## config.mk

```make
export PLATFORM = sky130hd
export DESIGN_NAME = timer_array_x
export DESIGN_NICKNAME = d
export VERILOG_FILES = /design/src/rtl/timer_pkg.sv /design/src/rtl/timer_chan.sv /design/src/rtl/timer_array_x.sv
export SDC_FILE = /design/constraint.sdc
export NUM_CORES = 1
export LEC_CHECK = 0
export CAP_MARGIN = 20
export CORE_MARGIN = 5
export CORE_UTILIZATION = 40
export DETAILED_ROUTE_END_ITERATION = 16
export GPL_TIMING_DRIVEN = 0
export PLACE_DENSITY = 0.64
export SLEW_MARGIN = 40
export SYNTH_ARGS = -nofsm -noshare
export SYNTH_HDL_FRONTEND = slang
export SYNTH_SLANG_ARGS = --single-unit
```

## constraint.sdc

```tcl
create_clock -name clk -period 3.7 [get_ports clk]
set_input_delay 0.37 -clock clk [delete_from_list [all_inputs] [get_ports clk]]
set_output_delay 0.37 -clock clk [all_outputs]
set_load 0.01 [all_outputs]
```

## src/rtl/timer_pkg.sv

```systemverilog
// Shared encodings for the timer array: mode values and control-register bit layout.
// Latency: n/a (constants and types only).
// Backpressure: n/a.
package timer_pkg;

  typedef enum logic [1:0] {
    MODE_ONESHOT  = 2'd0,
    MODE_PERIODIC = 2'd1,
    MODE_SQUARE   = 2'd2,
    MODE_FREERUN  = 2'd3
  } mode_e;

  // ctrl[1:0] = mode, ctrl[2] = enable, ctrl[3] = interrupt enable
  localparam int CTRL_EN    = 2;
  localparam int CTRL_IRQEN = 3;
  localparam int CTRL_W     = 4;

endpackage

```

## src/rtl/timer_chan.sv

```systemverilog
// One timer channel: count/reload/ctrl state, tick edge detect, output pin and pending bit.
// Latency: a tick edge or write updates state on that clk edge; visible the following cycle.
// Backpressure: none; writes always accepted and take priority over a same-cycle tick.
// Ports: tick (raw divider bit), we_load/we_ctrl/wdata (decoded write), ack (W1C pending),
//        count/cnt_out/pend/irq_en (state exported to the top for readback and irq).
module timer_chan
  import timer_pkg::*;
#(
  parameter int WIDTH = 32
) (
  input  logic             clk,
  input  logic             rst_n,
  input  logic             tick,
  input  logic             we_load,
  input  logic             we_ctrl,
  input  logic [WIDTH-1:0] wdata,
  input  logic             ack,
  output logic [WIDTH-1:0] count,
  output logic             cnt_out,
  output logic             pend,
  output logic             irq_en
);

  logic [WIDTH-1:0]  reload;
  logic [CTRL_W-1:0] ctrl;
  logic              tick_q;

  logic [WIDTH-1:0]  count_n;
  logic [WIDTH-1:0]  reload_n;
  logic [CTRL_W-1:0] ctrl_n;
  logic              cnt_out_n;
  logic              pend_set;

  mode_e mode;
  logic  en;
  logic  tick_rise;

  assign mode      = mode_e'(ctrl[1:0]);
  assign en        = ctrl[CTRL_EN];
  assign irq_en    = ctrl[CTRL_IRQEN];
  assign tick_rise = tick & ~tick_q;

  always_comb begin
    count_n   = count;
    reload_n  = reload;
    ctrl_n    = ctrl;
    cnt_out_n = cnt_out;
    pend_set  = 1'b0;

    // Periodic output is a single-cycle strobe; drop it unless re-raised below.
    if (mode == MODE_PERIODIC) cnt_out_n = 1'b0;

    if (we_load) begin
      reload_n  = wdata;
      count_n   = (mode == MODE_FREERUN) ? '0 : wdata;
      cnt_out_n = 1'b0;
    end else if (we_ctrl) begin
      ctrl_n = wdata[CTRL_W-1:0];
    end else if (en && tick_rise) begin
      case (mode)
        MODE_ONESHOT: begin
          if (count > WIDTH'(1)) begin
            count_n = count - WIDTH'(1);
          end else if (count == WIDTH'(1)) begin
            count_n        = '0;
            pend_set       = 1'b1;
            cnt_out_n      = 1'b1;
            ctrl_n[CTRL_EN] = 1'b0;  // one-shot disarms itself
          end
        end
        MODE_PERIODIC: begin
          if (count > WIDTH'(1)) begin
            count_n = count - WIDTH'(1);
          end else if (count == WIDTH'(1)) begin
            count_n   = reload;
            pend_set  = 1'b1;
            cnt_out_n = 1'b1;
          end
        end
        MODE_SQUARE: begin
          if (count > WIDTH'(1)) begin
            count_n = count - WIDTH'(1);
          end else if (count == WIDTH'(1)) begin
            count_n   = reload;
            cnt_out_n = ~cnt_out;
            pend_set  = cnt_out;  // only the falling half of the square raises pend
          end
        end
        MODE_FREERUN: begin
          count_n   = count + WIDTH'(1);
          pend_set  = &count;
          cnt_out_n = count_n[WIDTH-1];
        end
        default: ;
      endcase
    end
  end

  always_ff @(posedge clk or negedge rst_n) begin
    if (!rst_n) begin
      count   <= '0;
      reload  <= '0;
      ctrl    <= '0;
      pend    <= 1'b0;
      cnt_out <= 1'b0;
      tick_q  <= 1'b0;
    end else begin
      count   <= count_n;
      reload  <= reload_n;
      ctrl    <= ctrl_n;
      cnt_out <= cnt_out_n;
      tick_q  <= tick;
      // a new event beats a same-cycle acknowledge
      pend    <= pend_set | (pend & ~ack);
    end
  end

endmodule

```

## src/rtl/timer_array_x.sv

```systemverilog
// NCH-channel timer array: write decode, count readback mux and interrupt reduction.
// Latency: writes/ticks take effect on the next clk edge; rdata and irq are combinational from registers.
// Backpressure: none; out-of-range ch_sel writes are dropped, out-of-range rd_ch reads return 0.
// Ports: clk/RSTN, tick[NCH], we/ch_sel/reg_sel/wdata write port, rd_ch/rdata readback,
//        cnt_out[NCH], irq_pend[NCH] (unmasked), int_ack[NCH] (W1C), irq.
module timer_array_x
  import timer_pkg::*;
#(
  parameter  int NCH   = 3,
  parameter  int WIDTH = 32,
  localparam int CHW   = (NCH > 1) ? $clog2(NCH) : 1
) (
  input  logic             clk,
  input  logic             RSTN,
  input  logic [NCH-1:0]   tick,
  input  logic             we,
  input  logic [CHW-1:0]   ch_sel,
  input  logic             reg_sel,
  input  logic [WIDTH-1:0] wdata,
  input  logic [CHW-1:0]   rd_ch,
  output logic [WIDTH-1:0] rdata,
  output logic [NCH-1:0]   cnt_out,
  output logic [NCH-1:0]   irq_pend,
  input  logic [NCH-1:0]   int_ack,
  output logic             irq
);

  logic [WIDTH-1:0] count_a [NCH];
  logic [NCH-1:0]   irq_en;

  for (genvar i = 0; i < NCH; i++) begin : g_chan
    logic sel;
    assign sel = we && (ch_sel == CHW'(i));

    timer_chan #(.WIDTH(WIDTH)) u_chan (
      .clk     (clk),
      .rst_n   (RSTN),
      .tick    (tick[i]),
      .we_load (sel && !reg_sel),
      .we_ctrl (sel && reg_sel),
      .wdata   (wdata),
      .ack     (int_ack[i]),
      .count   (count_a[i]),
      .cnt_out (cnt_out[i]),
      .pend    (irq_pend[i]),
      .irq_en  (irq_en[i])
    );
  end

  always_comb begin
    rdata = '0;
    for (int i = 0; i < NCH; i++) begin
      if (rd_ch == CHW'(i)) rdata = count_a[i];
    end
  end

  assign irq = |(irq_pend & irq_en);

endmodule

```

# After elaboration in Yosys (flattened, before gate mapping)
# Cells that the tools add are included.
[word_totals]
elab_cells = 225
latch_bits = 0
mem_count = 0
out_inout_bits = 39
romBits = 0
ramBits = 0
inputBits = 46
ff_bits = 213
[op_classes]
order_cmp = 3
mux = 96
bitwise = 22
reduce_logical = 49
n_div = 0
add_sub_neg = 6
eq_ne = 28
shifts = 0
mul = 0
[ops]
columns = ["cell", "n"]
rows = [
  ["$mux W32", 27],
  ["$pmux W32 S3", 3],
  ["$add A32 B1 Y32 const B", 3],
  ["$eq A32 B1 Y1 const B", 3],
  ["$gt A32 B1 Y1 const B", 3],
  ["$reduce_and A32 Y1", 3],
  ["$sub A32 B1 Y32 const B", 3],
  ["$mux W1", 60],
  ["$ne A4 B1 Y1 const B", 6],
  ["$reduce_bool A2 Y1", 12],
  ["$pmux W1 S3", 6],
  ["$eq A2 B2 Y1 const B", 8],
  ["$reduce_and A5 Y1", 3],
  ["$logic_and A1 B1 Y1", 12],
  ["$ne A2 B1 Y1 const B", 6],
  ["$not A1 Y1", 12],
  ["$reduce_and A4 Y1", 3],
  ["$reduce_or A2 Y1", 6],
  ["$eq A2 B1 Y1 const B", 5],
  ["$logic_not A2 Y1", 5],
  ["$and A1 B1 Y1", 6],
  ["$reduce_and A2 Y1", 3],
  ["$and A3 B3 Y3", 1],
  ["$or A1 B1 Y1", 3],
  ["other kinds (2)", 2],
]

# Depth between registers and ports, before layout
[logic_depth]
ltp_word = 8
mapped_depth = 12
ltp_nobuf = 9

# By module
# A second synthesis with hierarchy kept.
[unflattened]
hier_cells = 1850
hier_area_um2 = 16030.4
[by_module_without_submodules]
columns = ["mod", "n_inst", "area_each_um2", "cells_each", "seq_area_each_um2"]
rows = [
  ["timer_chan at g_chan[2].u_chan", 1, 5167.5, 614, 1776.7],
  ["timer_chan at g_chan[1].u_chan", 1, 5096.1, 593, 1776.7],
  ["timer_chan at g_chan[0].u_chan", 1, 4918.5, 554, 1776.7],
  ["timer_array_x", 1, 848.3, 89, 0.0],
]

# Least setup slack after synthesis
# No wires, ideal clock.
[synth_timing]
path_type = "register to register"
from = "reg g_chan[2].u_chan.count[18]"
to = "reg g_chan[2].u_chan.count[13]"
t_arrival_ps = 2683
synth_period_minus_slack_ps = 2811
path_slack_ps = 889
path_stages_with_launch = 10
required_ps = 3572
path_buffers = 2
setup_time_ps = 128
cell_sequence = "dfrtp_1 > buf_6 > or4_4 > or4_4 > or4b_4 > o21ai_4 > buf_8 > nor2_1 > o22ai_1 > a21oi_1"
[synth_between]
elab_chain_cells = 6
elab_cells_between_ends = 11
classes_between = "1 x order compare; 3 x eq/ne; 6 x mux; 1 x reduce/logical"
[synth_lines]
columns = ["element", "line_no", "source"]
rows = [
  ["start, declared", "timer_chan.sv:18", "output logic [WIDTH-1:0] count,"],
  ["start signal, assigned", "timer_chan.sv:108", "count <= count_n;"],
  ["$gt A32 B1 Y1", "timer_chan.sv:62, timer_chan.sv:72, timer_chan.sv:81", ""],
  ["$mux W32 (on tied branches)", "timer_chan.sv:72, timer_chan.sv:62", ""],
  ["$pmux W32 S3", "timer_chan.sv:60", "case (mode)"],
  ["$mux W32", "timer_chan.sv:59", "end else if (en && tick_rise) begin"],
  ["$mux W32", "timer_chan.sv:57", "end else if (we_ctrl) begin"],
  ["$mux W32", "timer_chan.sv:53", "if (we_load) begin"],
]
# Several ways; a longest one is shown, not always the timed one. The select of a mux whose other input is x is not followed.
# A chain may end at the register's enable or synchronous reset.

# Worst setup path in the final report
[layout_timing]
from = "reg g_chan[2].u_chan.ctrl[1]"
to = "reg g_chan[2].u_chan.count[28]"
[layout_between]
elab_chain_cells = 6
elab_cells_between_ends = 13
classes_between = "5 x eq/ne; 5 x mux; 3 x reduce/logical"
[layout_lines]
columns = ["element", "line_no", "source"]
rows = [
  ["start, declared", "timer_chan.sv:25", "logic [CTRL_W-1:0] ctrl;"],
  ["start signal, assigned", "timer_chan.sv:110", "ctrl <= ctrl_n;"],
  ["$eq A2 B2 Y1 or $eq A2 B1 Y1 (tied branches)", "timer_chan.sv:60", ""],
  ["$reduce_or A2 Y1 (no source line)", "-", ""],
  ["$pmux W32 S3", "timer_chan.sv:60", ""],
  ["$mux W32", "timer_chan.sv:59", ""],
  ["$mux W32", "timer_chan.sv:57", ""],
  ["$mux W32", "timer_chan.sv:53", ""],
]
# Several ways; a longest one is shown, not always the timed one. The select of a mux whose other input is x is not followed.

==> impl_results.md <==
* Status: completed
* Overall global routing resource usage at 31.5%
* R2R Path Start: g_chan[2].u_chan.ctrl[1]
* CP Max Fanout at 10
* Yosys reg bits at 213
* Post-synth EDFFs at 0
* Core box area at between 30000 and 40000 um^2
* DRC at 0
* Slew HR at 42.6%
* Synthesized Nets at 2082
* Max Slew Vio Count at 0
* P per Cell Area at 660 nW/um^2
* TritonCTS Sinks at 213
* Io pins at 85
* Syn avg cell area at about 7.7 um^2
* Clk slew on worst S/H paths at 0.06 ns
* Max Freq at 277 MHz
* Post-Synthesis Cells at 2015
* Initial drt markers at 1987
* Ranking of synthesized cells by area: dfrtp_1 34%, nand2_1 9.5%, o21ai_0 5.2%
* Post-Layout Cell Count at ~2700
* Longest Clk Path Bufs at 3
* Final GP Congestion at 1.00
* Drt via density at between 6 and 7
* Post-route ant nets at 0
* R2r worst-path depth at 7
* Layout net count at 2198
* Placed cells at 2616
* Lkg Pwr at 7.07 nW
* Top-area cell type share of the netlist area at 34.3%
* Ys async rst share at 100%
* Yosys cell types at 81
* Critical path startpoint: g_chan[2].u_chan.ctrl[1]
* Wirelength per Cell at about 26 um
* CP Capture Type: flip-flop
* Starting Density at just over 40%
* Critical Path RT at about 4.2 ns
* CTS root buf: clkbuf_16
* Clock Latency Late Sink at 0.58 ns
* Synth top cells by count: 394 x nand2_1, 213 x dfrtp_1, 163 x o21ai_0
* Htree depth at 1
* Largest net degree at the start of global routing at 59
* R2R setup slack at between 0.08 and 0.09 ns
* Vias in the first global route at 15800
* Most instantiated library cell after synthesis: nand2_1
* Layout area overhead at 16.5%
* Maximum VDD drop at 0.419 mV
* CP Capture Point: g_chan[2].u_chan.count[28]
* Max cap viols at 0
* Final period util at 97.6%
* Area leader, netlist: dfrtp_1
* FF-to-FF End: g_chan[2].u_chan.count[28]
* Hpwl dp at 52.0 mm
* Class of the most critical setup path: flip-flop to flip-flop
* Worst Setup Start Kind: flip-flop
* Row count at 72
* Port Buf Inserts at 80
* Primary FF master, synth: dfrtp_1
* Drt total wl at 70.8 mm
* Warnings from Yosys at 0
* Fin Setup TNS at 0 ns
* CTS Buf Count at 27
* Die W at 207 um
* Critical path arrival at 4.08 ns
* Max Clock Skew at 0.0237 ns
* Die area at 42900 um^2
* CTS tree: yes
* RSZ-0062 raised after global routing: no
* Fill cells at 3869
* Final hold violations at 0
* Initial antenna violation count at 1
* Total gr overflow at 0
* DR vias at between 15000 and 20000
* Worst slew pin tran at 0.861 ns
* Seq/Total Area, Yosys at roughly 34%
* Power, Total at 12.0 mW
* Shortest period the worst path allows at approximately 3.6 ns
* Hold Path Class: input port to flip-flop
* Mapped cell area at 15600 um^2
* Drt pass-1 iters at 8
* Ratio of cells with drive above 1 in the final layout at 7.20%
* First-pass GRT wire length at 105 mm
* Die Span Y at about 210 um
* Setup-failing EPs final at 0
critical path: stages (launching register included):
cell and delay (ns):
dfrtp_1 0.38, ha_1 0.17, clkbuf_1 0.52, clkinv_1 0.65
nor2_1 0.70, clkbuf_1 0.59, a221oi_1 0.24, a211oi_1 0.25
final cells by class:
class                   instances  area [um^2]  area share [%]
multi-input cells            1553         9270            51.2
flip-flops and latches        213         5330            29.4
repair buffers                 87          921            5.08
plain buffers                 201          856            4.72
clock buffers                  34          722            3.98
well taps                     518          648            3.58
clock inverters                16          191            1.06
inverters                      48          180           0.994
diodes                          2         5.00          0.0276
logic make-up (layout without fill, tap and decap cells):
family,Yosys count,after routing,synth area share (%)
adder cells (fa/ha/maj),21,21,1.69
flip-flops,213,213,34.3
buffers and inverters,249,386,6.62
AND/OR/NAND/NOR,842,842,25.8
XOR/XNOR,118,118,6.64
other,0,2,0
AO/OA/AOI/OAI,532,532,22.3
multiplexers,40,40,2.63
stage by stage:
stage               util [%]  hold slack, ns  worst slack, ns  area (um^2)
detailed placement      44.4           0.311           -0.179        17100
global route            47.0           0.270           0.0189        18100
floorplan                  -          0.0744            0.889        15600
global placement        44.1           0.462            -7.37        17000
finish                  47.0           0.283           0.0880        18100
CTS                     46.8           0.259          0.00152        18100
power by group:
| part | total [mW] | leakage, nW | switching [mW] | internal (mW) |
|---|---|---|---|---|
| logic | 5.61 | 4.02 | 3.70 | 1.92 |
| clock network | 2.79 | 0.446 | 1.13 | 1.66 |
| registers | 3.57 | 2.61 | 0.579 | 2.99 |
| total | 12.0 | 7.07 | 5.40 | 6.56 |
worst min-delay path by stage:
stage,from,to,cells after the start
after floorplan,RSTN,g_chan[0].u_chan.cnt_out,0
after CTS,tick[0],g_chan[0].u_chan.tick_q,1
after global placement,g_chan[0].u_chan.reload[14],g_chan[0].u_chan.reload[14],2
final,tick[2],g_chan[2].u_chan.tick_q,1
after detailed placement,RSTN,g_chan[1].u_chan.reload[23],1
after global routing,tick[0],g_chan[0].u_chan.tick_q,1
layer usage:
metal / GRT usage [%] / part of all wire, % / up-vias / wire [um]
met5: 0 / 0.016 / - / 11
met2: 47.5 / 43 / 1096 / 30500
met3: 6.27 / 11 / 217 / 7970
met1: 44.0 / 40 / 8225 / 28500
li1: - / - / 7473 / -
met4: 14.0 / 5.4 / 2 / 3820
cells in the final DEF, fill, tap and decap left out, types with 10 or more instances in the layout:
cell	instances
inv_1	46
a22oi_1	26
ha_1	21
o21ai_1	11
nand4_1	28
o31ai_1	21
and3_1	19
buf_4	10
nor3_1	90
clkdlybuf4s50_1	79
mux2i_1	33
a31oi_1	13
clkbuf_1	152
xor2_1	54
nand2_1	394
o21ai_0	163
nor2_1	101
buf_1	10
dfrtp_1	213
nor4_1	26
xnor2_1	64
clkbuf_16	27
buf_2	28
or3_1	15
a21oi_1	122
a221oi_1	27
or2_2	11
o311a_1	10
a211oi_1	20
nand3_1	64
o22ai_1	10
or4_1	19
o221ai_1	16
repair_timing:
item / CTS / global route
endpoints found under the hold margin: 41 / 0
setup endpoints to repair: 0 / 27
hold buffers: 1 / 0
setup buffers: 0 / 3
resized for setup: 0 / 10
state kept, by name, indices dropped and copies added, names as in the netlist:
register,cells
g_chan.u_chan.pend,3
g_chan.u_chan.cnt_out,3
g_chan.u_chan.count,96
g_chan.u_chan.reload,96
g_chan.u_chan.tick_q,3
g_chan.u_chan.ctrl,12
Power figures use the tool's default switching activity.
